### src/rtl/bdcc_rx_word.sv
// bdcc_rx_word: BDCC serial word receiver.
// Arms on an HO high run of HO_MIN clocks, then shifts in DATA_W bits
// delivered as IM1 (one) / IM0 (zero) pulses, MSB first, and strobes the
// finished word on oVal. Flags frame abort, bit timeout, collision and
// (optionally) parity errors, and counts good words.
// Optional build macro: RX_PARITY_EN adds a trailing odd-parity bit.
module bdcc_rx_word #(
  parameter int DATA_W = 16,
  parameter int HO_MIN = 7,
  parameter int BIT_TO = 255,
  parameter int CNT_W  = 16
) (
  input  logic              clk,
  input  logic              nRST,
  input  logic              HO,
  input  logic              IM1,
  input  logic              IM0,
  output logic [DATA_W-1:0] oData,
  output logic              oVal,
  output logic              oSync,
  output logic              oErr,
  output logic [1:0]        oErrCode,
  output logic [CNT_W-1:0]  oWordCnt
);

`ifdef RX_PARITY_EN
  localparam int NBITS = DATA_W + 1;
  localparam int SR_W  = DATA_W;
`else
  localparam int NBITS = DATA_W;
  localparam int SR_W  = DATA_W - 1;
`endif

  localparam int HO_W = $clog2(HO_MIN + 1);
  localparam int TO_W = $clog2(BIT_TO);
  localparam int BC_W = $clog2(NBITS + 1);

  localparam logic [HO_W-1:0] HO_LAST  = HO_W'(HO_MIN - 1);
  localparam logic [TO_W-1:0] TO_LAST  = TO_W'(BIT_TO - 1);
  localparam logic [BC_W-1:0] BIT_LAST = BC_W'(NBITS - 1);

  typedef enum logic [1:0] {
    S_WAITLO = 2'd0,
    S_HOCNT  = 2'd1,
    S_ARMED  = 2'd2,
    S_DATA   = 2'd3
  } state_t;

  state_t state, state_n;

  // Input pipeline; HO is only ever used as a level, so it needs no second stage.
  logic ho_d1, im1_d1, im1_d2, im0_d1, im0_d2;
  logic e1, e0;

  logic [HO_W-1:0]   hoCnt, ho_n;
  logic [TO_W-1:0]   toCnt, to_n;
  logic [BC_W-1:0]   bitCnt, bc_n;
  logic [SR_W-1:0]   sr, sr_n;
  logic [SR_W:0]     shift;
  logic [DATA_W-1:0] data_n;
  logic [1:0]        code_n;
  logic [CNT_W-1:0]  cnt_n;
  logic              val_n, sync_n, err_n;

  assign e1    = im1_d1 & ~im1_d2;
  assign e0    = im0_d1 & ~im0_d2;
  assign shift = {sr, e1};

  // Two-stage synchroniser/edge pipeline for the line inputs.
  always_ff @(posedge clk) begin
    if (!nRST) begin
      ho_d1  <= 1'b0;
      im1_d1 <= 1'b0;
      im1_d2 <= 1'b0;
      im0_d1 <= 1'b0;
      im0_d2 <= 1'b0;
    end else begin
      ho_d1  <= HO;
      im1_d1 <= IM1;
      im1_d2 <= im1_d1;
      im0_d1 <= IM0;
      im0_d2 <= im0_d1;
    end
  end

  // State, counters, shift register and registered outputs.
  always_ff @(posedge clk) begin
    if (!nRST) begin
      state    <= S_WAITLO;
      hoCnt    <= '0;
      toCnt    <= '0;
      bitCnt   <= '0;
      sr       <= '0;
      oData    <= '0;
      oVal     <= 1'b0;
      oSync    <= 1'b0;
      oErr     <= 1'b0;
      oErrCode <= '0;
      oWordCnt <= '0;
    end else begin
      state    <= state_n;
      hoCnt    <= ho_n;
      toCnt    <= to_n;
      bitCnt   <= bc_n;
      sr       <= sr_n;
      oData    <= data_n;
      oVal     <= val_n;
      oSync    <= sync_n;
      oErr     <= err_n;
      oErrCode <= code_n;
      oWordCnt <= cnt_n;
    end
  end

  // Next-state and output decode; S_DATA checks are in priority order.
  always_comb begin
    state_n = state;
    ho_n    = hoCnt;
    to_n    = toCnt;
    bc_n    = bitCnt;
    sr_n    = sr;
    data_n  = oData;
    val_n   = 1'b0;
    sync_n  = 1'b0;
    err_n   = 1'b0;
    code_n  = oErrCode;
    cnt_n   = oWordCnt;

    unique case (state)
      S_WAITLO: begin
        if (!ho_d1) begin
          state_n = S_HOCNT;
          ho_n    = '0;
        end
      end

      S_HOCNT: begin
        if (ho_d1) begin
          if (hoCnt == HO_LAST) begin
            sync_n  = 1'b1;
            state_n = S_ARMED;
            ho_n    = '0;
          end else begin
            ho_n = hoCnt + HO_W'(1);
          end
        end else begin
          ho_n = '0;
        end
      end

      S_ARMED: begin
        if (!ho_d1) begin
          state_n = S_DATA;
          bc_n    = '0;
          to_n    = '0;
          sr_n    = '0;
        end
      end

      S_DATA: begin
        if (ho_d1) begin
          // A new marker mid-word counts as the first clock of the next run.
          err_n   = 1'b1;
          code_n  = 2'd0;
          state_n = S_HOCNT;
          ho_n    = HO_W'(1);
        end else if (e1 && e0) begin
          err_n   = 1'b1;
          code_n  = 2'd2;
          state_n = S_WAITLO;
        end else if (e1 || e0) begin
          sr_n = shift[SR_W-1:0];
          bc_n = bitCnt + BC_W'(1);
          to_n = '0;
          if (bitCnt == BIT_LAST) begin
            state_n = S_WAITLO;
`ifdef RX_PARITY_EN
            // sr already holds the data word; the parity bit is the incoming one.
            if (^shift) begin
              data_n = sr;
              val_n  = 1'b1;
              cnt_n  = oWordCnt + CNT_W'(1);
            end else begin
              err_n  = 1'b1;
              code_n = 2'd3;
            end
`else
            data_n = shift;
            val_n  = 1'b1;
            cnt_n  = oWordCnt + CNT_W'(1);
`endif
          end
        end else begin
          if (toCnt == TO_LAST) begin
            err_n   = 1'b1;
            code_n  = 2'd1;
            state_n = S_WAITLO;
          end else begin
            to_n = toCnt + TO_W'(1);
          end
        end
      end

      default: state_n = S_WAITLO;
    endcase
  end

endmodule

### config.mk
export PLATFORM = sky130hd
export DESIGN_NAME = bdcc_rx_word
export DESIGN_NICKNAME = d
export VERILOG_FILES = /design/src/rtl/bdcc_rx_word.sv
export SDC_FILE = /design/constraint.sdc
export NUM_CORES = 1
export LEC_CHECK = 0
export ABC_AREA = 1
export CAP_MARGIN = 0
export CORE_MARGIN = 8
export CORE_UTILIZATION = 30
export CTS_CLUSTER_SIZE = 28
export DETAILED_ROUTE_END_ITERATION = 10
export PLACE_DENSITY_LB_ADDON = 0.1
export SKIP_CTS_REPAIR_TIMING = 1
export SLEW_MARGIN = 20
export SYNTH_ARGS = -nofsm -noshare
export SYNTH_HDL_FRONTEND = slang
export SYNTH_SLANG_ARGS = --single-unit
export TNS_END_PERCENT = 10
### constraint.sdc
create_clock -name clk -period 1.57 [get_ports clk]
set_clock_uncertainty 0.15 [all_clocks]
set_input_delay 0.3925 -clock clk [delete_from_list [all_inputs] [get_ports clk]]
set_output_delay 0.3925 -clock clk [all_outputs]
set_load 0.02 [all_outputs]
==> impl_metrics.tcl <==
set metrics [dict create \
    die_w_um 125 \
    grt_max_degree 27 \
    min_path_type "reg -> reg" \
    ys_ff_latch 75 \
    synth_area_leaders "dfxtp_1, nand2_1, a21oi_1" \
    cp_max_fo 8 \
    tightest_slew_ns 0.293 \
    wl_per_cell_um 12.7 \
    slowest_stage "dfxtp_2" \
    regToRegEndpoint "oWordCnt[5]" \
    dieArea_um2 15600 \
    synth.top_cell.area_share 0.423 \
    crit_chain "ha_4 -> nand2_2 -> nor2_2 -> ha_2 -> inv_2 -> nor2_4 -> nand3_4 -> inv_6 -> clkbuf_16 -> nand2_1 -> a21oi_1" \
    portBuffers 41 \
    grt.total_usage 0.122 \
    gp_congestion 0.818 \
    peakVddDrop_v 0.000564 \
    finalMaxSlewViolations 0 \
    htree_num_levels 3 \
    synth_area_um2 3550 \
    start_kind "flop" \
    drive_gt1_frac 0.248 \
    final_nets 631 \
    drt-vias-per-instance 4.62 \
    critPathRequiredTime_ns 1.69 \
    vias 3528 \
    coreArea_um2 11500 \
    ys.flop_type "dfxtp_1" \
    cp_slowest_stage_delay_ns 0.35 \
    postSynthCellCount 514 \
    design_area_um2 5320 \
    insertion_delay_ns 0.34 \
    power_density_nw_per_um2 1040 \
    syn-num-nets 529 \
    antenna_left 0 \
    ys_warn_count 0 \
    start_util 0.310 \
    die_h_um 125 \
    detail_route.first_pass.iterations 4 \
    placed_cells 744 \
    holdWs_ns 0.297 \
    rsz0062_at_grt "yes" \
    leakagePower_nw 2.68 \
    hold_start "im1_d1" \
    synth_top_area_cell "dfxtp_1" \
    r2r.worst_path.cells 11 \
    final_cells 764 \
    grt_overflow 0 \
    setup_viol 37 \
    ctsRootBufferMaster "clkbuf_16" \
    min_delay_path_depth 2 \
    n_antenna_cell 0 \
    slew_headroom 0.804 \
    fillers 1163 \
    post_dp_cell_area_um2 4640 \
    drv_cap 0 \
    path_class "reg -> reg" \
    min_period_ns 1.71 \
    grt_pass1_wl_um 15700 \
    hold_viol_final 0 \
    cts_tree "done" \
    cp-end-kind "flop" \
    status "finished, violations left" \
    cts_max_path_buffers 2 \
    async_reset_ff_frac 0 \
    synth_edf_count 0 \
    drc_errors 0 \
    yosysMostFrequentCell "nand2_1" \
    fp-row-count 39 \
    hpwl_um 6860 \
    violations "negative setup slack" \
    cts_buffers 9 \
    routed_wl_um 9720 \
    fmax_mhz 584 \
    areaGrowthSynthToFinish_pct 49.7 \
    first_iter_violations 136 \
    clk_pin_slew_ns 0.06 \
    ys_types 29 \
    grt_pass1_vias 3309 \
    cts.sinks 75 \
    antenna_found_initial 0 \
    r2r_start "bitCnt[0]" \
    hold_end "im1_d2" \
    min_period_over_period 1.09 \
    fin_ws_ns -0.143 \
    cp.arrival_ns 1.83 \
    rrSetupSlack_ns -0.14 \
    io_pins 42 \
    synth_common_cells "nand2_1, dfxtp_1, nor2_1, a21oi_1, inv_1" \
    syn_area_per_cell_um2 6.91 \
    synth-seq-area-share 0.423 \
]
-- where the power goes --
group / leakage (nW) / internal, W / switching [W]
Sequential: 0.610 / 0.00205 / 0.000120
Combinational: 1.93 / 0.000611 / 0.000709
Clock: 0.143 / 0.00123 / 0.000797
Total: 2.68 / 0.00389 / 0.00163
-- stage by stage --
stage	power, W	util	TNS [ns]	setup slack [ns]
floorplan	0.00279	-	-1.79	-0.0641
global placement	0.00329	0.405	-7.26	-0.156
detailed placement	0.00329	0.405	-10.19	-0.212
CTS	0.00535	0.430	-21.37	-0.356
global route	0.00582	0.464	-8.83	-0.255
finish	0.00552	0.464	-3.86	-0.143
-- cell type report --
class                   instances  area (um2)  area share
multi-input cells             371        2000       0.376
flip-flops and latches         75        1520       0.285
repair buffers                112        1150       0.217
clock buffers                  11         233      0.0438
inverters                      47         186      0.0351
well taps                     143         179      0.0336
clock inverters                 5        53.8      0.0101
-- layer usage --
layer,routed length (um),up-vias,GRT usage
li1,-,1851,-
met1,4570,1604,0.146
met2,4570,59,0.194
met3,380,14,0.0319
met4,193,0,0.0679
met5,0,-,0
-- how the worst max path moves through the flow --
stage / start / end / slack, ns / cells past startpoint
after floorplan: bitCnt[1] / oData[0] / -0.06 / 11
after global placement: bitCnt[1] / oWordCnt[0] / -0.16 / 10
after detailed placement: bitCnt[1] / oWordCnt[9] / -0.21 / 11
after CTS: oData[2] / oData[2] / -0.36 / 1
after global routing: bitCnt[0] / oData[5] / -0.25 / 11
final: bitCnt[0] / oWordCnt[5] / -0.14 / 11
-- sequential cells by signal, indices dropped and copies added (netlist names), 2 cells and up --
register / count
oData: 16
oWordCnt: 16
sr: 15
toCnt: 8
bitCnt: 5
hoCnt: 3
oErrCode: 2
state: 2
-- kinds of logic (layout without fill, tap and decap cells) --
family                   after synthesis  count (layout)  synth area share
AND/OR/NAND/NOR                      263             263             0.305
AO/OA/AOI/OAI                         88              88             0.129
flip-flops                            75              75             0.423
buffers and inverters                 68             175            0.0831
adder cells (fa/ha/maj)               10              10            0.0352
XOR/XNOR                              10              10            0.0247
-- cells in the final DEF (no fill, tap or decap), drive strengths merged, types with 6 or more instances in the layout --
| cell | Yosys | layout |
|---|---|---|
| nor2 | 65 | 65 |
| nand3 | 28 | 28 |
| dlymetal6s2s | 0 | 37 |
| buf | 14 | 70 |
| clkbuf | 7 | 12 |
| xor2 | 6 | 6 |
| nand4 | 10 | 10 |
| nand2 | 153 | 153 |
| a21oi | 59 | 59 |
| dfxtp | 75 | 75 |
| inv | 47 | 47 |
| o21ai | 22 | 22 |
| ha | 10 | 10 |
-- critical path: cells and delay by family, from the launching register on --
kind / cells / cell delay [ns]
compound gates: 1 / 0.12
buf+inv: 3 / 0.31
flops: 1 / 0.35
simple gates: 5 / 0.40
fa+ha+maj: 2 / 0.32
Power figures use the tool's default switching activity.
==> patch 1, RTL diff (same flow settings) <==
Add an input register stage for `HO`, `IM1` and `IM0`, without a reset; this delays them by one clock.
--- a/src/rtl/bdcc_rx_word.sv
+++ b/src/rtl/bdcc_rx_word.sv
@@ -46,6 +46,16 @@
     S_DATA   = 2'd3
   } state_t;
 
+  logic HO_q;
+  logic IM1_q;
+  logic IM0_q;
+
+  always_ff @(posedge clk) begin
+    HO_q  <= HO;
+    IM1_q <= IM1;
+    IM0_q <= IM0;
+  end
+
   state_t state, state_n;
 
   // Input pipeline; HO is only ever used as a level, so it needs no second stage.
@@ -75,10 +85,10 @@
       im0_d1 <= 1'b0;
       im0_d2 <= 1'b0;
     end else begin
-      ho_d1  <= HO;
-      im1_d1 <= IM1;
+      ho_d1  <= HO_q;
+      im1_d1 <= IM1_q;
       im1_d2 <= im1_d1;
-      im0_d1 <= IM0;
+      im0_d1 <= IM0_q;
       im0_d2 <= im0_d1;
     end
   end
Check against the original RTL: not equivalent (Yosys sat finds a counterexample within 10 cycles, from zero or initial values and one cycle with nRST low).
==> patch 1 against the original RTL <==
Synthesized cell count shrank 4.3%; critical path type unchanged; synthesized area grew 2.9%; power grew 21%; sequential cell count grew 3; clock power grew 5%; routed wire length shrank 12%; final area shrank 2.2%; setup slack lost 0.0098 ns; sequential share of layout area grew 1.7 points; non-clock buffer count shrank 4; the run still ends with setup timing left.
==> patch 1: results (changes against the original RTL) <==
run_status:
  run_status: "complete, but fails checks"  # unchanged
  failed_checks: "setup timing"  # unchanged
drt:
  drt-met1-wl_um: 4167  # was 4574 µm
  detailroute.wirelength.met2_um: 3940  # was 4573 µm
  met3RoutedLength_um: 323  # was 380 µm
  post_drt_wl_per_cell_um: 11.53  # was 12.73 µm
grt:
  pin_count_of_the_biggest_net_entering_global_routing: 22  # was 27
  grt.total_usage_pct: 10.93  # was 12.19%
  grt_util_met1_pct: 13.24  # was 14.64%
  globalRouteMet3Util_pct: 3.561  # was 3.191%
final_layout:
  clk_share_pct: 5.824  # was 5.388%
  finalInstanceArea_um2: 5199  # was 5318 µm²
  layout-drive-gt1-share_pct: 22.86  # was 24.80%
  fraction_of_area_in_multi_input_gates_pct: 34.42  # was 37.58%
  nNonClkInverters: 60  # was 47
  final.clkbuf_count: 9  # was 11
  finalNetCount: 604  # was 631
  filler_cell_count: 1215  # was 1163
  relative_area_of_non_clock_buffer_cells_in_the_final_design_pct: 21.52  # was 21.67%
  seq_total_area_pct: 30.23  # was 28.49%
  layout.comb_gates.multi_input: 333  # was 371
placed_design:
  post-place-cells: 720  # was 744
  placement.setup.worst_slack_ns: -0.1958  # was -0.2118 ns
  globalplace.congestion: 0.8058  # was 0.8178
  placement.cell_area_um2: 4619  # was 4643 µm²
logic_synthesis:
  yosys_register_bits: 78  # was 75
  syn_inst_count: 492  # was 514
  yosysSeqAreaShare_pct: 42.74  # was 42.27%
  synth.top_cells.by_area: "sky130_fd_sc_hd__dfxtp_1, sky130_fd_sc_hd__nand2_1, sky130_fd_sc_hd__nor2_1"  # was sky130_fd_sc_hd__dfxtp_1, sky130_fd_sc_hd__nand2_1, sky130_fd_sc_hd__a21oi_1
  post_synth_num_cell_types: 38  # was 29
worst_setup_path:
  cp_data_arrival_time_ns: 1.80  # was 1.83 ns
sta:
  final.setup.worst_slack_ns: -0.1523  # was -0.1425 ns
  relSlewSlack_pct: 78.49  # was 80.41%
  setup-violations-final: 33  # was 37
power:
  leakage_uw: 0.002819  # was 0.002684 µW
  ir_worst_vdd_mv: 0.6064  # was 0.5643 mV
floorplan:
  std_cell_rows: 40  # was 39
[patch 1: cell types whose count changed after synthesis, sizes merged, moves of 4 or more]
cell | unedited run | this run
nor3 | 3 | 11
a21oi | 59 | 41
xnor2 | 4 | 0
inv | 47 | 60
o21ai | 22 | 39
nand4 | 10 | 6
nand3 | 28 | 37
nand2 | 153 | 108
[patch 1: worst register-to-register path, stage by stage (launching register included)]
cell and delay [ns]:
sky130_fd_sc_hd__dfxtp_2 0.35, sky130_fd_sc_hd__ha_4 0.14, sky130_fd_sc_hd__nand2_2 0.05, sky130_fd_sc_hd__nor2_2 0.08
sky130_fd_sc_hd__ha_2 0.19, sky130_fd_sc_hd__nand2_2 0.06, sky130_fd_sc_hd__nor2_4 0.15, sky130_fd_sc_hd__buf_12 0.16
sky130_fd_sc_hd__buf_12 0.11, sky130_fd_sc_hd__nand3_2 0.07, sky130_fd_sc_hd__nand2_1 0.08, sky130_fd_sc_hd__nor2_1 0.03
[patch 1: final timing paths]
path / start / end / slack [ns] / cells after the start
min reg2reg: IM1_q / im1_d1 / 0.26 / 2
min: IM1_q / im1_d1 / 0.26 / 2
max: bitCnt[1] / oWordCnt[11] / -0.15 / 11
max reg2reg: bitCnt[1] / oWordCnt[11] / -0.15 / 11
[patch 1: report_power, final]
group | internal, µW | leakage, µW | switching, µW
registers | 2270 | 0.000636 | 164
clock network | 1250 | 0.000147 | 876
logic | 998 | 0.00204 | 1110
total | 4520 | 0.00282 | 2150
[patch 1: kinds of logic after synthesis]
kind of cell	after synthesis	share of synthesized area, %
AND/OR/NAND/NOR	230	28.77
AO/OA/AOI/OAI	88	12.88
buffers and inverters	81	11.10
flip-flops	78	42.74
adder cells (fa/ha/maj)	9	3.082
XOR/XNOR	6	1.438
==> patch 2, RTL diff (same settings) <==
Made on the original files. Set the parameter `CNT_W` to 32 (it was 16).
--- a/src/rtl/bdcc_rx_word.sv
+++ b/src/rtl/bdcc_rx_word.sv
@@ -8,7 +8,7 @@
   parameter int DATA_W = 16,
   parameter int HO_MIN = 7,
   parameter int BIT_TO = 255,
-  parameter int CNT_W  = 16
+  parameter int CNT_W  = 32
 ) (
   input  logic              clk,
   input  logic              nRST,
Ports: changed (resized oWordCnt); port bits go from 42 to 58. No check against the original RTL was run, so the function may have changed too.
==> patch 2 against the original RTL <==
Synthesized area is 22% higher; fmax down 6.9%; largest cell class unchanged; die area grew 19%; highest routed layer unchanged; largest power group unchanged; sequential cell count grew 16; routed wire length rose by 32%; final area up 20%; the flow still finishes with violations (setup timing); power rose by 2.0%; critical path type unchanged; synthesized cell count grew 25%; setup slack worse by 0.13 ns; global-route usage rose by 1.4 points.
==> patch 2: results (changes against the original RTL) <==
run_status:
  run_status: "complete, but fails checks"  # unchanged
  failed_checks: "setup timing"  # unchanged
placed_design:
  globalplace.congestion: 0.7991  # was 0.8178
  post-place-cells: 964  # was 744
  placed_wire_length_estimate_after_detailed_placement_um: 9383  # was 6855 µm
drt:
  detail_route.vias_per_cell: 4.585  # was 4.618
  drtIter0Drc: 228  # was 136
logic_synthesis:
  yosysSeqAreaShare_pct: 42.01  # was 42.27%
  synth.top_cells.by_area: "sky130_fd_sc_hd__dfxtp_1, sky130_fd_sc_hd__nand2_1, sky130_fd_sc_hd__nor2_1"  # was sky130_fd_sc_hd__dfxtp_1, sky130_fd_sc_hd__nand2_1, sky130_fd_sc_hd__a21oi_1
  synth-compound-area-share_pct: 11.28  # was 12.89%
  synth_xor_xnor_area_share_pct: 2.020  # was 2.466%
  synth_fa_ha_area_share_pct: 2.885  # was 3.522%
  syn_inst_count: 643  # was 514
final_layout:
  finalNetCount: 810  # was 631
  filler_cell_count: 1477  # was 1163
  layout-drive-gt1-share_pct: 23.40  # was 24.80%
power:
  leakage_uw: 0.003141  # was 0.002684 µW
  ir_worst_vdd_mv: 0.5365  # was 0.5643 mV
grt:
  pin_count_of_the_biggest_net_entering_global_routing: 39  # was 27
  wire_length_of_the_first_global_routing_pass_um: 20240  # was 15720 µm
sta:
  final.setup.worst_slack_ns: -0.2699  # was -0.1425 ns
  setup-violations-final: 75  # was 37
hold_path:
  hold_class: "in2reg"  # was reg2reg
worst_setup_path:
  cp_data_arrival_time_ns: 1.93  # was 1.83 ns
  path_max_fanout: 12  # was 8
patch 2: cell types whose count changed after synthesis, moves of 6 or more:
cell                      before  now
sky130_fd_sc_hd__o21ai_0      21   34
sky130_fd_sc_hd__dfxtp_1      75   91
sky130_fd_sc_hd__nand3_1      27   49
sky130_fd_sc_hd__nor3_1        3    9
sky130_fd_sc_hd__inv_1        44   82
sky130_fd_sc_hd__o22ai_1       0   14
sky130_fd_sc_hd__a21oi_1      59   35
sky130_fd_sc_hd__nor2_1       61   99
patch 2: critical path, cell delays in order, from the launching register on:
cell	delay [ns]
sky130_fd_sc_hd__dfxtp_2	0.35
sky130_fd_sc_hd__ha_4	0.13
sky130_fd_sc_hd__inv_2	0.03
sky130_fd_sc_hd__nor2_2	0.07
sky130_fd_sc_hd__ha_2	0.19
sky130_fd_sc_hd__inv_2	0.05
sky130_fd_sc_hd__nor2_4	0.19
sky130_fd_sc_hd__buf_4	0.17
sky130_fd_sc_hd__clkbuf_16	0.16
sky130_fd_sc_hd__nand2_1	0.07
sky130_fd_sc_hd__o21ai_1	0.11
sky130_fd_sc_hd__a21oi_1	0.04
patch 2: area by class of cell:
cell class	instances	area, µm²	share of cell area, %
clock inverters	6	47.55	0.7464
multi-input cells	445	2232	35.04
inverters	86	325.3	5.107
flip-flops and latches	91	1837	28.84
repair buffers	162	1473	23.12
well taps	184	230.2	3.614
clock buffers	9	225.2	3.536
patch 2: logic make-up after synthesis:
group                    Yosys count
buffers and inverters            107
AND/OR/NAND/NOR                  334
adder cells (fa/ha/maj)           10
flip-flops                        91
AO/OA/AOI/OAI                     91
XOR/XNOR                          10
patch 2: final timing paths:
kind,startpoint,end,slack (ns)
worst max-delay path,bitCnt[1],oWordCnt[2],-0.27
worst min-delay path,nRST,oErrCode[1],0.29
worst max register to register,bitCnt[1],oWordCnt[2],-0.27
worst min register to register,im1_d1,im1_d2,0.30
patch 2: metal layers:
| layer | track usage (%) | vias up | part of all wire (%) |
|---|---|---|---|
| li1 | - | 2358 | - |
| met1 | 16.26 | 2068 | 45 |
| met2 | 23.46 | 68 | 50 |
| met3 | 2.846 | 13 | 3.5 |
| met4 | 5.186 | 0 | 1.7 |
| met5 | 0 | - | 0 |
patch 2: stage by stage:
stage          TNS [ns]  utilization, %  setup slack (ns)
2_1_floorplan   -0.9120               -          -0.05562
3_3_place_gp     -9.416           41.15           -0.1970
3_5_place_dp     -12.16           41.15           -0.2760
4_1_cts          -30.91           43.06           -0.4448
5_1_grt          -17.43           44.50           -0.3738
6_report         -9.409           44.50           -0.2699
patch 2: power breakdown:
group,internal [µW],switching [µW],total [µW],leakage [µW]
clock,1090,979,2060,0.000133
sequential,2390,60.8,2450,0.000739
combinational,486,621,1110,0.00227
total,3970,1660,5630,0.00314
